## src/rtl/uart_pkg.sv

```systemverilog
`default_nettype none
// ==== uart_pkg : shared UART state encoding and default frame/baud parameters -- rev 1.0 ====
package uart_pkg;

  localparam int D_BIT_DEF   = 8;
  localparam int SB_TICK_DEF = 16;
  localparam int DVSR_DEF    = 326;
  localparam int OVERSAMPLE  = 16;

  typedef enum logic [1:0] {
    IDLE  = 2'd0,
    START = 2'd1,
    DATA  = 2'd2,
    STOP  = 2'd3
  } uart_state_e;

  // Counter width for a modulus of n, never narrower than one bit.
  function automatic int cnt_width(input int n);
    return (n > 1) ? $clog2(n) : 1;
  endfunction

endpackage
`default_nettype wire

```

## src/rtl/baud_gen.sv

```systemverilog
`default_nettype none
// ==== baud_gen : free-running 16x oversampling tick divider with sync clear -- rev 1.0 ====
module baud_gen
  import uart_pkg::*;
#(
  parameter int DVSR = DVSR_DEF
) (
  input  logic clk,
  input  logic rst,
  input  logic clr,
  output logic s_tick
);

  localparam int            CW   = cnt_width(DVSR);
  localparam logic [CW-1:0] LAST = CW'(DVSR - 1);

  logic [CW-1:0] cnt_q, cnt_d;

  always_comb begin
    cnt_d = cnt_q + CW'(1);
    if (clr || (cnt_q == LAST)) begin
      cnt_d = '0;
    end
  end

  always_ff @(posedge clk) begin
    if (rst) begin
      cnt_q <= '0;
    end else begin
      cnt_q <= cnt_d;
    end
  end

  assign s_tick = (cnt_q == LAST);

endmodule
`default_nettype wire

```

## src/rtl/uart_tx.sv

```systemverilog
`default_nettype none
// ==== uart_tx : UART transmitter FSM, LSB first, configurable data/stop length -- rev 1.0 ====
module uart_tx
  import uart_pkg::*;
#(
  parameter int D_BIT   = D_BIT_DEF,
  parameter int SB_TICK = SB_TICK_DEF,
  parameter int DVSR    = DVSR_DEF
) (
  input  logic             clk,
  input  logic             rst,
  input  logic             tx_start,
  input  logic [D_BIT-1:0] din,
  output logic             tx,
  output logic             tx_busy,
  output logic             tx_done_tick
);

  localparam int            BW        = cnt_width(D_BIT);
  localparam logic [4:0]    TICK_LAST = 5'(OVERSAMPLE - 1);
  localparam logic [4:0]    STOP_LAST = 5'(SB_TICK - 1);
  localparam logic [BW-1:0] BIT_LAST  = BW'(D_BIT - 1);

  uart_state_e      state_q, state_d;
  logic [D_BIT-1:0] sreg_q, sreg_d;
  logic [4:0]       tick_q, tick_d;
  logic [BW-1:0]    bit_q, bit_d;
  logic             tx_q, tx_d;
  logic             busy_q, busy_d;
  logic             done_q, done_d;
  logic             s_tick;
  logic             clr;

  baud_gen #(
    .DVSR (DVSR)
  ) u_baud_gen (
    .clk    (clk),
    .rst    (rst),
    .clr    (clr),
    .s_tick (s_tick)
  );

  always_comb begin
    state_d = state_q;
    sreg_d  = sreg_q;
    tick_d  = tick_q;
    bit_d   = bit_q;
    done_d  = 1'b0;
    clr     = 1'b0;
    case (state_q)
      IDLE: begin
        if (tx_start) begin
          state_d = START;
          sreg_d  = din;
          tick_d  = '0;
          bit_d   = '0;
          clr     = 1'b1;
        end
      end
      START: begin
        if (s_tick) begin
          if (tick_q == TICK_LAST) begin
            state_d = DATA;
            tick_d  = '0;
            bit_d   = '0;
          end else begin
            tick_d = tick_q + 5'd1;
          end
        end
      end
      DATA: begin
        if (s_tick) begin
          if (tick_q == TICK_LAST) begin
            tick_d = '0;
            sreg_d = sreg_q >> 1;
            if (bit_q == BIT_LAST) begin
              state_d = STOP;
            end else begin
              bit_d = bit_q + BW'(1);
            end
          end else begin
            tick_d = tick_q + 5'd1;
          end
        end
      end
      STOP: begin
        if (s_tick) begin
          if (tick_q == STOP_LAST) begin
            state_d = IDLE;
            tick_d  = '0;
            done_d  = 1'b1;
          end else begin
            tick_d = tick_q + 5'd1;
          end
        end
      end
      default: state_d = IDLE;
    endcase

    // Line level follows the next state so tx changes on the same edge as the FSM.
    busy_d = (state_d != IDLE);
    case (state_d)
      START:   tx_d = 1'b0;
      DATA:    tx_d = sreg_d[0];
      default: tx_d = 1'b1;
    endcase
  end

  always_ff @(posedge clk) begin
    if (rst) begin
      state_q <= IDLE;
      sreg_q  <= '0;
      tick_q  <= '0;
      bit_q   <= '0;
      tx_q    <= 1'b1;
      busy_q  <= 1'b0;
      done_q  <= 1'b0;
    end else begin
      state_q <= state_d;
      sreg_q  <= sreg_d;
      tick_q  <= tick_d;
      bit_q   <= bit_d;
      tx_q    <= tx_d;
      busy_q  <= busy_d;
      done_q  <= done_d;
    end
  end

  assign tx           = tx_q;
  assign tx_busy      = busy_q;
  assign tx_done_tick = done_q;

endmodule
`default_nettype wire

```

## config.mk

```make
export PLATFORM = sky130hd
export DESIGN_NAME = uart_tx
export DESIGN_NICKNAME = d
export VERILOG_FILES = /design/src/rtl/uart_pkg.sv /design/src/rtl/baud_gen.sv /design/src/rtl/uart_tx.sv
export SDC_FILE = /design/constraint.sdc
export NUM_CORES = 1
export LEC_CHECK = 0
export ABC_AREA = 1
export CAP_MARGIN = 20
export CORE_AREA = 3 3 69 71
export CTS_BUF_LIST = sky130_fd_sc_hd__clkbuf_8
export DETAILED_ROUTE_END_ITERATION = 12
export DIE_AREA = 0 0 72 74
export SYNTH_ARGS = -nofsm -noshare
export SYNTH_HDL_FRONTEND = slang
export SYNTH_SLANG_ARGS = --single-unit
```

## constraint.sdc

```tcl
create_clock -name clk -period 1.8 [get_ports clk]
set_clock_uncertainty 0.1 [all_clocks]
set_input_delay 0.18 -clock clk [delete_from_list [all_inputs] [get_ports clk]]
set_output_delay 0.18 -clock clk [all_outputs]
set_load 0.02 [all_outputs]
```

# Word level (Yosys, flattened, before mapping)

Index checks and enable logic that the tools add are counted.

Input port bits: 11
Word-level logic and storage cells: 68
Register bits: 30

Bitwise gates (word level): 2
Equality and inequality tests: 15
Muxes and demuxes: 28
Reduce and logical (&&, ||, !) cells: 11
$add $sub $neg: 3

Operator list:

| kind                                                | number |
|---|---|
| two-way mux 8 bit                                   | 3 |
| two-way mux 3 bit                                   | 6 |
| two-way mux 2 bit                                   | 8 |
| one-hot mux 8 bit (2 select lines)                  | 1 |
| two-way mux 5 bit                                   | 3 |
| != test 2 bit, second input constant                | 6 |
| one-hot mux 5 bit (2 select lines)                  | 1 |
| adder 9 x 1 -> 9 bit, second input constant         | 1 |
| equality test 9 bit, second input constant          | 1 |
| one-hot mux 3 bit (3 select lines)                  | 1 |
| one-hot mux 2 bit (4 select lines)                  | 1 |
| AND reduction 7 bit                                 | 1 |
| equality test 2 bit, second input constant          | 3 |
| OR reduction 3 bit                                  | 2 |
| adder 5 x 1 -> 5 bit, second input constant         | 1 |
| equality test 5 x 4 -> 1 bit, second input constant | 1 |
| equality test 2 x 1 -> 1 bit, second input constant | 2 |
| AND reduction 4 bit                                 | 1 |
| nonzero test 2 bit                                  | 2 |
| adder 3 x 1 -> 3 bit, second input constant         | 1 |
| equality test 3 bit, second input constant          | 1 |
| two-way mux 1 bit                                   | 3 |
| nonzero test 3 bit                                  | 1 |
| logical NOT 2 bit                                   | 1 |
| other kinds (6)                                     | 7 |

# Logic depth before layout (Yosys ltp)

Gate-level depths: netlist of the first run.

Word-level depth: 7
Gate-level depth with buffers: 11
Gate-level depth less buffers: 11

# By module

From an unflattened synthesis of the first run, not the netlist that was laid out.

Cells, all modules: 205
Area, all modules: 1432.6 um^2

Modules (own cells, without submodules):

| module   | sequential area each (um^2) | instances | area an instance (um^2) | cells an instance |
|---|---|---|---|---|
| uart_tx  | 420.4                       | 1         | 989.7                   | 139 |
| baud_gen | 180.2                       | 1         | 442.9                   | 66 |

# Worst setup path after synthesis of the first run

Ideal clock, no wire load.

Path kind: reg-to-reg
Start point: register tick_q[0]
End point: register bit_q[2]
Stages on the path, launching flop included: 11
Data required time: 1.572 ns
Setup time: 0.128 ns
Arrival time: 1.364 ns
Buffers on the path: 0
Path slack: 0.209 ns
Period minus slack after synthesis: 1.591 ns
Cell sequence: dfxtp_1 -> ha_1 -> nand3_2 -> nor2_4 -> nand3_1 -> nand2_1 -> nand2_1 -> nor2_4 -> nand2_1 -> o21ai_1 -> nor2_1

Longest elaborated chain between the ends: 3
Elaborated cells on any way between the ends: 4

Ends and longest elaborated chain:

| what                              | RTL line                     | RTL |
|---|---|---|
| start, declared                   | uart_tx.sv:26                | `logic [4:0] tick_q, tick_d;` |
| start signal, assigned            | uart_tx.sv:121               | `tick_q <= tick_d;` |
| equality test 5 x 4 -> 1 bit (*)  | uart_tx.sv:62, uart_tx.sv:73 |  |
| != test 2 bit (no line)           | --                           |  |
| AND reduction 7 bit (no line) (*) | --                           |  |
| end signal, assigned              | uart_tx.sv:122               | `bit_q <= bit_d;` |
| end, declared                     | uart_tx.sv:27                | `logic [BW-1:0] bit_q, bit_d;` |

Every way passes the cells marked *; elsewhere a longest branch is shown, timed or not.
A chain may end at the register's enable or synchronous reset.

# Worst setup path after layout of the first run

Start point: register tick_q[1]
End point: register tx_q, in the netlist tx

Longest elaborated chain between the ends: 6
Elaborated cells on any way between the ends: 14

Ends and longest elaborated chain:

| what                                                                | RTL line                                    | RTL |
|---|---|---|
| equality test 5 x 4 -> 1 bit (*)                                    | uart_tx.sv:62, uart_tx.sv:73, uart_tx.sv:88 |  |
| two-way mux 2 bit, on equally long branches                         | uart_tx.sv:88, uart_tx.sv:62, uart_tx.sv:73 |  |
| two-way mux 2 bit, on equally long branches                         | uart_tx.sv:87, uart_tx.sv:61, uart_tx.sv:72 |  |
| one-hot mux 2 bit (4 select lines)                                  | uart_tx.sv:50                               | `case (state_q)` |
| equality test 2 bit or equality test 2 x 1 -> 1 bit (tied branches) | uart_tx.sv:102                              | `case (state_d)` |
| one-hot mux 1 bit (2 select lines) (*)                              | uart_tx.sv:102                              |  |
| end signal, assigned                                                | uart_tx.sv:123                              | `tx_q <= tx_d;` |
| end, declared                                                       | uart_tx.sv:28                               | `logic tx_q, tx_d;` |

Every way passes the cells marked *; elsewhere a longest branch is shown, timed or not. The select of a mux whose other input is x is not followed.

==> results of run 1 <==
==> where the power goes <==
| part | internal [mW] | total [mW] | switching (mW) |
|---|---|---|---|
| Combinational | 0.0767 | 0.168 | 0.0912 |
| Clock | 0.307 | 0.566 | 0.259 |
| Sequential | 0.695 | 0.716 | 0.0215 |
| Total | 1.08 | 1.45 | 0.372 |
==> sequential cells by signal (all words and copies together), names as in the netlist <==
signal,cells
bit_q,3
u_baud_gen.cnt_q,9
tx_busy,1
state_q,2
tx_done_tick,1
sreg_q,8
tx,1
tick_q,5
==> worst min-delay path, stage by stage <==
cell	delay, ps
clkdlybuf4s50_1	390
nand2_1	60
a21oi_1	60
==> logic make-up (layout without fill, tap and decap cells) <==
logic type | count (synthesis) | after routing | share of synthesized area, %
fa+ha+maj | 5 | 5 | 4.181
simple gates | 105 | 105 | 37.21
xor+xnor | 2 | 2 | 1.171
flops | 30 | 30 | 40.13
compound gates | 30 | 30 | 11.29
buf+inv | 22 | 45 | 6.020
==> stage by stage <==
step	instances	util [%]	worst slack (ps)	area (sq um)
3_3_place_gp	261	39.83	101.7	1710
2_1_floorplan	194	-	208.5	1496
3_5_place_dp	261	39.83	65.97	1710
6_report	269	42.45	165.0	1823
5_1_grt	269	42.45	8.073	1823
4_1_cts	269	42.05	65.96	1805
==> routing by layer <==
layer | part of all wire, % | up-vias | wire (microns)
met5 | 0 | - | 0
li1 | - | 691 | -
met1 | 50 | 565 | 1479
met3 | 3.6 | 6 | 106
met2 | 44 | 20 | 1302
met4 | 1.9 | 0 | 56
==> cell type report <==
cell class	count	share of cell area (%)
multi-input combinational	142	45.02
clock buffer	6	4.530
sequential	30	33.08
timing repair buffer	18	9.197
tap	52	3.569
inverter	19	3.912
clock inverter	2	0.6863
==> placed cells by master (no fill, tap or decap), types with 3 or more instances in the layout <==
master	n
nand2_1	40
dfxtp_1	28
nor2_1	18
nand3_1	17
inv_1	13
clkdlybuf4s50_1	13
a21oi_1	12
inv_2	6
nor2_4	6
nand2_2	6
a31oi_1	6
clkbuf_8	6
nor3_1	5
buf_4	5
o21ai_0	4
o21ai_1	4
ha_1	4
nand3_2	3
==> worst max-delay path by stage <==
stage / start / slack [ps] / depth (start not counted) / endpoint
after floorplan: tick_q[0] / 210 / 10 / bit_q[2]
after global placement: tick_q[0] / 100 / 8 / tx
after detailed placement: tick_q[0] / 70 / 8 / tx
after CTS: tick_q[0] / 70 / 8 / tx
after global routing: u_baud_gen.cnt_q[1] / 8 / 11 / bit_q[1]
final: tick_q[1] / 170 / 8 / tx
==> flow_summary.json, run 1 <==
{
  "finalHoldViolations": 0,
  "overflow": 0,
  "power.density_mw_per_mm2": 795.4,
  "std_cell_rows": 24,
  "yosys-top-cells-count": "nand2_1 (41), dfxtp_1 (30), nor2_1 (18), nand3_1 (17), inv_1 (13)",
  "grt_pass1_wl_mm": 5.140,
  "status": "completed",
  "r2r_slack_ps": 170,
  "setup_tns_ps": 0,
  "critPathMaxStageDelay_ps": 370,
  "initial_utilization_pct": 34.85,
  "synth_area_per_cell_sq_um": 7.714,
  "met2_usage_pct": 18.27,
  "avgRoutedWirePerCell_microns": 10.95,
  "min-delay-path-class": "in -> reg",
  "fillers": 450,
  "die_height_microns": 74,
  "cts_setup_buffers": 0,
  "ys_ff_latch": 30,
  "cts_tree": "built",
  "syn_to_final_growth_pct": 21.82,
  "crit_path_frequent_cell": "nand2_1",
  "crit_buf_inv": 0,
  "setup-violations-final": 0,
  "max_freq_mhz": 611.6,
  "cts.hold.buffers_added": 0,
  "synth-main-ff-cell": "dfxtp_1",
  "route.vias.total": 1282,
  "fin_nets": 232,
  "grt_max_degree": 17,
  "routabilityCongestion": 0.7999,
  "post_cts_resized": 0,
  "synth_nets": 210,
  "finalPower_mw": 1.450,
  "met1_usage_pct": 16.85,
  "ys_types": 29,
  "synthArstFlopShare_pct": 0,
  "worst_hold_path.endpoint": "sreg_q[7]",
  "synth_edf_count": 0,
  "path_clk_slew_ps": 70,
  "cp_data_arrival_time_ps": 1710,
  "gr-usage-met3_pct": 4.459,
  "die_w_microns": 72,
  "cts_htree_levels": 2,
  "required_ps": 1880,
  "postRouteAntennaNets": 0,
  "cts_made_buffers": 5,
  "whs_ps": 356.8,
  "insertion_delay_ps": 280,
  "worstReg2RegStart": "tick_q[1]",
  "finalCriticalPeriod_ps": 1635,
  "critPathKind": "reg -> reg",
  "startpoint_type": "flop",
  "grt.busiest_layer": "met2",
  "seq_area_sq_um": 603.1,
  "first_pass_iters": 4,
  "timing.rr.end": "tx",
  "wl_mm": 2.945,
  "relSlewSlack_pct": 81.74,
  "synth_most_common_cell": "nand2_1",
  "core-area_sq_mm": 0.004294,
  "clkSinkCount": 30,
  "crit_path_cell_trace": "ha_4 -> nand4_2 -> o21ai_1 -> nand3_2 -> nand2_1 -> nand2_1 -> nand2_1 -> nand3_1",
  "cp_slowest_cell": "dfxtp_2",
  "yosysTopAreaCellShare_pct": 40.13,
  "r2r_cells": 8,
  "via_per_inst": 4.766,
  "slew_violations": 0,
  "drive_gt1_share_pct": 19.82,
  "yosys_warnings": 0,
  "worstMarginPinSlew_ps": 273.5,
  "syn_inst": 194,
  "synthTopCellsByArea": "dfxtp_1 (40%), nand2_1 (10%), nand3_1 (5.7%)",
  "fin_crit_sh_pct": 90.83,
  "crit_fanout": 8,
  "vdd_drop_max_uv": 409.6,
  "syn_area_sq_mm": 0.001496,
  "cts-root-buf": "clkbuf_8",
  "portBuffers": 13,
  "endpoint_kind": "flop",
  "drtIter0Drc": 65,
  "worstHoldStart": "din[7]",
  "first_global_vias": 1139,
  "drc": 0,
  "multi_input_area_sq_um": 820.8,
  "drv_cap": 0,
  "crit_family": "simple AND/OR/NAND/NOR gates",
  "hpwl_mm": 2.195,
  "grtUsageTotal_pct": 12.59,
  "antenna_found_initial": 0,
  "p_leak_nw": 0.7523,
  "hold_depth": 3,
  "yosysSeqAreaShare_pct": 40.13,
  "clockBufferDepth": 2,
  "io_pins": 14,
  "synth_area_leader_cell": "dfxtp_1",
  "die_area_sq_mm": 0.005328,
  "antenna_cells": 0,
  "rsz0062_at_grt": "no"
}
(Power assumes the default switching activity.)
==> run 2, diff against run 1 <==
--- a/config.mk
+++ b/config.mk
@@ -11,6 +11,7 @@
 export CTS_BUF_LIST = sky130_fd_sc_hd__clkbuf_8
 export DETAILED_ROUTE_END_ITERATION = 12
 export DIE_AREA = 0 0 72 74
+export DONT_BUFFER_PORTS = 1
 export SYNTH_ARGS = -nofsm -noshare
 export SYNTH_HDL_FRONTEND = slang
 export SYNTH_SLANG_ARGS = --single-unit
==> run 2 against run 1 <==
Net effect: global-route usage down 0.48 points; sequential share of layout area increased by 0.98 points; non-clock buffer count fell by 5; critical path type unchanged; count of clock-buffer cells in the layout unchanged; clock power shrank 3.7%.
==> flow_summary.json, run 2 (synthesis results as in run 1) <==
{
  "status": "completed",
  "vdd_drop_max_uv": 373.0,
  "endpoint": "bit_q[1]",
  "fin_crit_sh_pct": 92.55,
  "required_ps": 1850,
  "p_leak_nw": 0.7407,
  "finalPower_mw": 1.416,
  "setup-violations-final": 0,
  "largest_register_ffs": 9,
  "gr-usage-met3_pct": 4.054,
  "cts_htree_levels": 2,
  "routabilityCongestion": 0.8256,
  "r2r_slack_ps": 130,
  "endpoint_kind": "flop",
  "crit_path_cell_trace": "ha_2 -> nand3_2 -> nor2_4 -> nand3_2 -> nand2_2 -> nand2_1 -> nor2_4 -> nand2_1 -> o21ai_1 -> nor2_1",
  "power.density_mw_per_mm2": 801.4,
  "crit_buf_inv": 0,
  "critPathMaxStageDelay_ps": 350,
  "slew_violations": 0,
  "hpwl_mm": 2.087,
  "critPathKind": "reg -> reg",
  "initial_utilization_pct": 34.85,
  "antenna_cells": 0,
  "route.vias.total": 1242,
  "worstSetupPathDepth": 10,
  "grtUsageTotal_pct": 12.10,
  "critPathLaunch": "tick_q[0]",
  "drtIter0Drc": 55,
  "syn_to_final_growth_pct": 18.06,
  "cts_made_buffers": 5,
  "postRouteAntennaNets": 0,
  "cp_slowest_cell": "dfxtp_2",
  "fillers": 442,
  "overflow": 0,
  "drc": 0,
  "timing.rr.end": "bit_q[1]",
  "final_common_cell": "nand2_1",
  "seq_area_sq_um": 601.8,
  "worstReg2RegStart": "tick_q[0]",
  "core-area_sq_mm": 0.004294,
  "relSlewSlack_pct": 60.30,
  "drive_gt1_share_pct": 20.28,
  "die_height_microns": 74,
  "first_pass_iters": 4,
  "r2r_cells": 10,
  "std_cell_rows": 24,
  "wl_mm": 2.928,
  "first_global_vias": 1120,
  "setup_tns_ps": 0,
  "reg.largest.list": "u_baud_gen.cnt_q: 9 flops, sreg_q: 8 flops, tick_q: 5 flops",
  "fin_nets": 227,
  "met2_usage_pct": 19.69,
  "rsz0062_at_grt": "no",
  "largest_register": "u_baud_gen.cnt_q",
  "cts_tree": "built",
  "cts-root-buf": "clkbuf_8",
  "insertion_delay_ps": 280,
  "drv_cap": 0,
  "finalCriticalPeriod_ps": 1666,
  "antenna_found_initial": 0,
  "clockBufferDepth": 2,
  "max_freq_mhz": 600.3,
  "startpoint_type": "flop",
  "portBuffers": 0,
  "avgRoutedWirePerCell_microns": 11.09,
  "cp_data_arrival_time_ps": 1710,
  "min-delay-path-class": "in -> reg",
  "via_per_inst": 4.705,
  "grt_max_degree": 17,
  "finalHoldViolations": 0,
  "crit_fanout": 6,
  "hold_depth": 2,
  "die_w_microns": 72,
  "path_clk_slew_ps": 60,
  "grt_pass1_wl_mm": 5.002,
  "io_pins": 14,
  "die_area_sq_mm": 0.005328,
  "worstMarginPinSlew_ps": 593.6,
  "met1_usage_pct": 14.52,
  "crit_family": "simple AND/OR/NAND/NOR gates",
  "layout_common_cells": "nand2_1 (40), dfxtp_1 (29), nor2_1 (18), nand3_1 (16), inv_1 (14)",
  "grt.busiest_layer": "met2",
  "whs_ps": 30.84,
  "multi_input_area_sq_um": 819.5,
  "clkSinkCount": 30
}
-- run 2: changes by cell type in the layout (fill, tap and decap cells not counted), sizes merged --
cell	delta
clkinvlp	-1
dlygate4sd3	+8
inv	+1
clkdlybuf4s50	-13
-- run 2: worst min path at each step --
stage           start         to
2_1_floorplan  din[7]  sreg_q[7]
3_3_place_gp      rst  sreg_q[3]
3_5_place_dp      rst  sreg_q[4]
4_1_cts           rst         tx
5_1_grt           rst         tx
6_report          rst         tx
-- run 2: worst reg2reg max path, cell delays in order (launching register included) --
cell and delay [ps]:
dfxtp_2 350, ha_2 230, nand3_2 120, nor2_4 120
nand3_2 90, nand2_2 80, nand2_1 80, nor2_4 170
nand2_1 70, o21ai_1 80, nor2_1 50
-- run 2: metrics by stage --
stage | util [%] | cell area (sq um) | setup WS, ps | instances
after floorplan | - | 1496 | 208.5 | 194
after global placement | 36.63 | 1573 | 129.0 | 247
after detailed placement | 36.63 | 1573 | 113.8 | 247
after CTS | 40.62 | 1744 | 81.14 | 263
after global routing | 41.14 | 1767 | 10.99 | 264
final | 41.14 | 1767 | 134.1 | 264
-- run 2: repair_timing --
item                       in CTS  in global routing
buffers inserted                0                  1
setup endpoints to repair       0                 10
gates resized for setup         0                  5
hold buffers                    8                  0
hold endpoints to repair       16                  0
-- run 2: report_power, final --
part           switching (mW)  total [mW]  internal [mW]
clock network           0.243       0.545          0.302
registers              0.0252       0.720          0.695
logic                  0.0848       0.151         0.0663
-- run 2: area by class of cell --
cell class,instances,share of cell area [%]
multi-input cells,142,46.39
flip-flops and latches,30,34.07
repair buffers,13,6.657
clock buffers,6,4.674
inverters,19,4.037
well taps,52,3.683
clock inverters,2,0.4958
-- run 2: routing by layer --
metal / wire [microns] / up-vias
li1: - / 677
met1: 1372 / 546
met2: 1400 / 12
met3: 93 / 7
met4: 61 / 0
met5: 0 / -
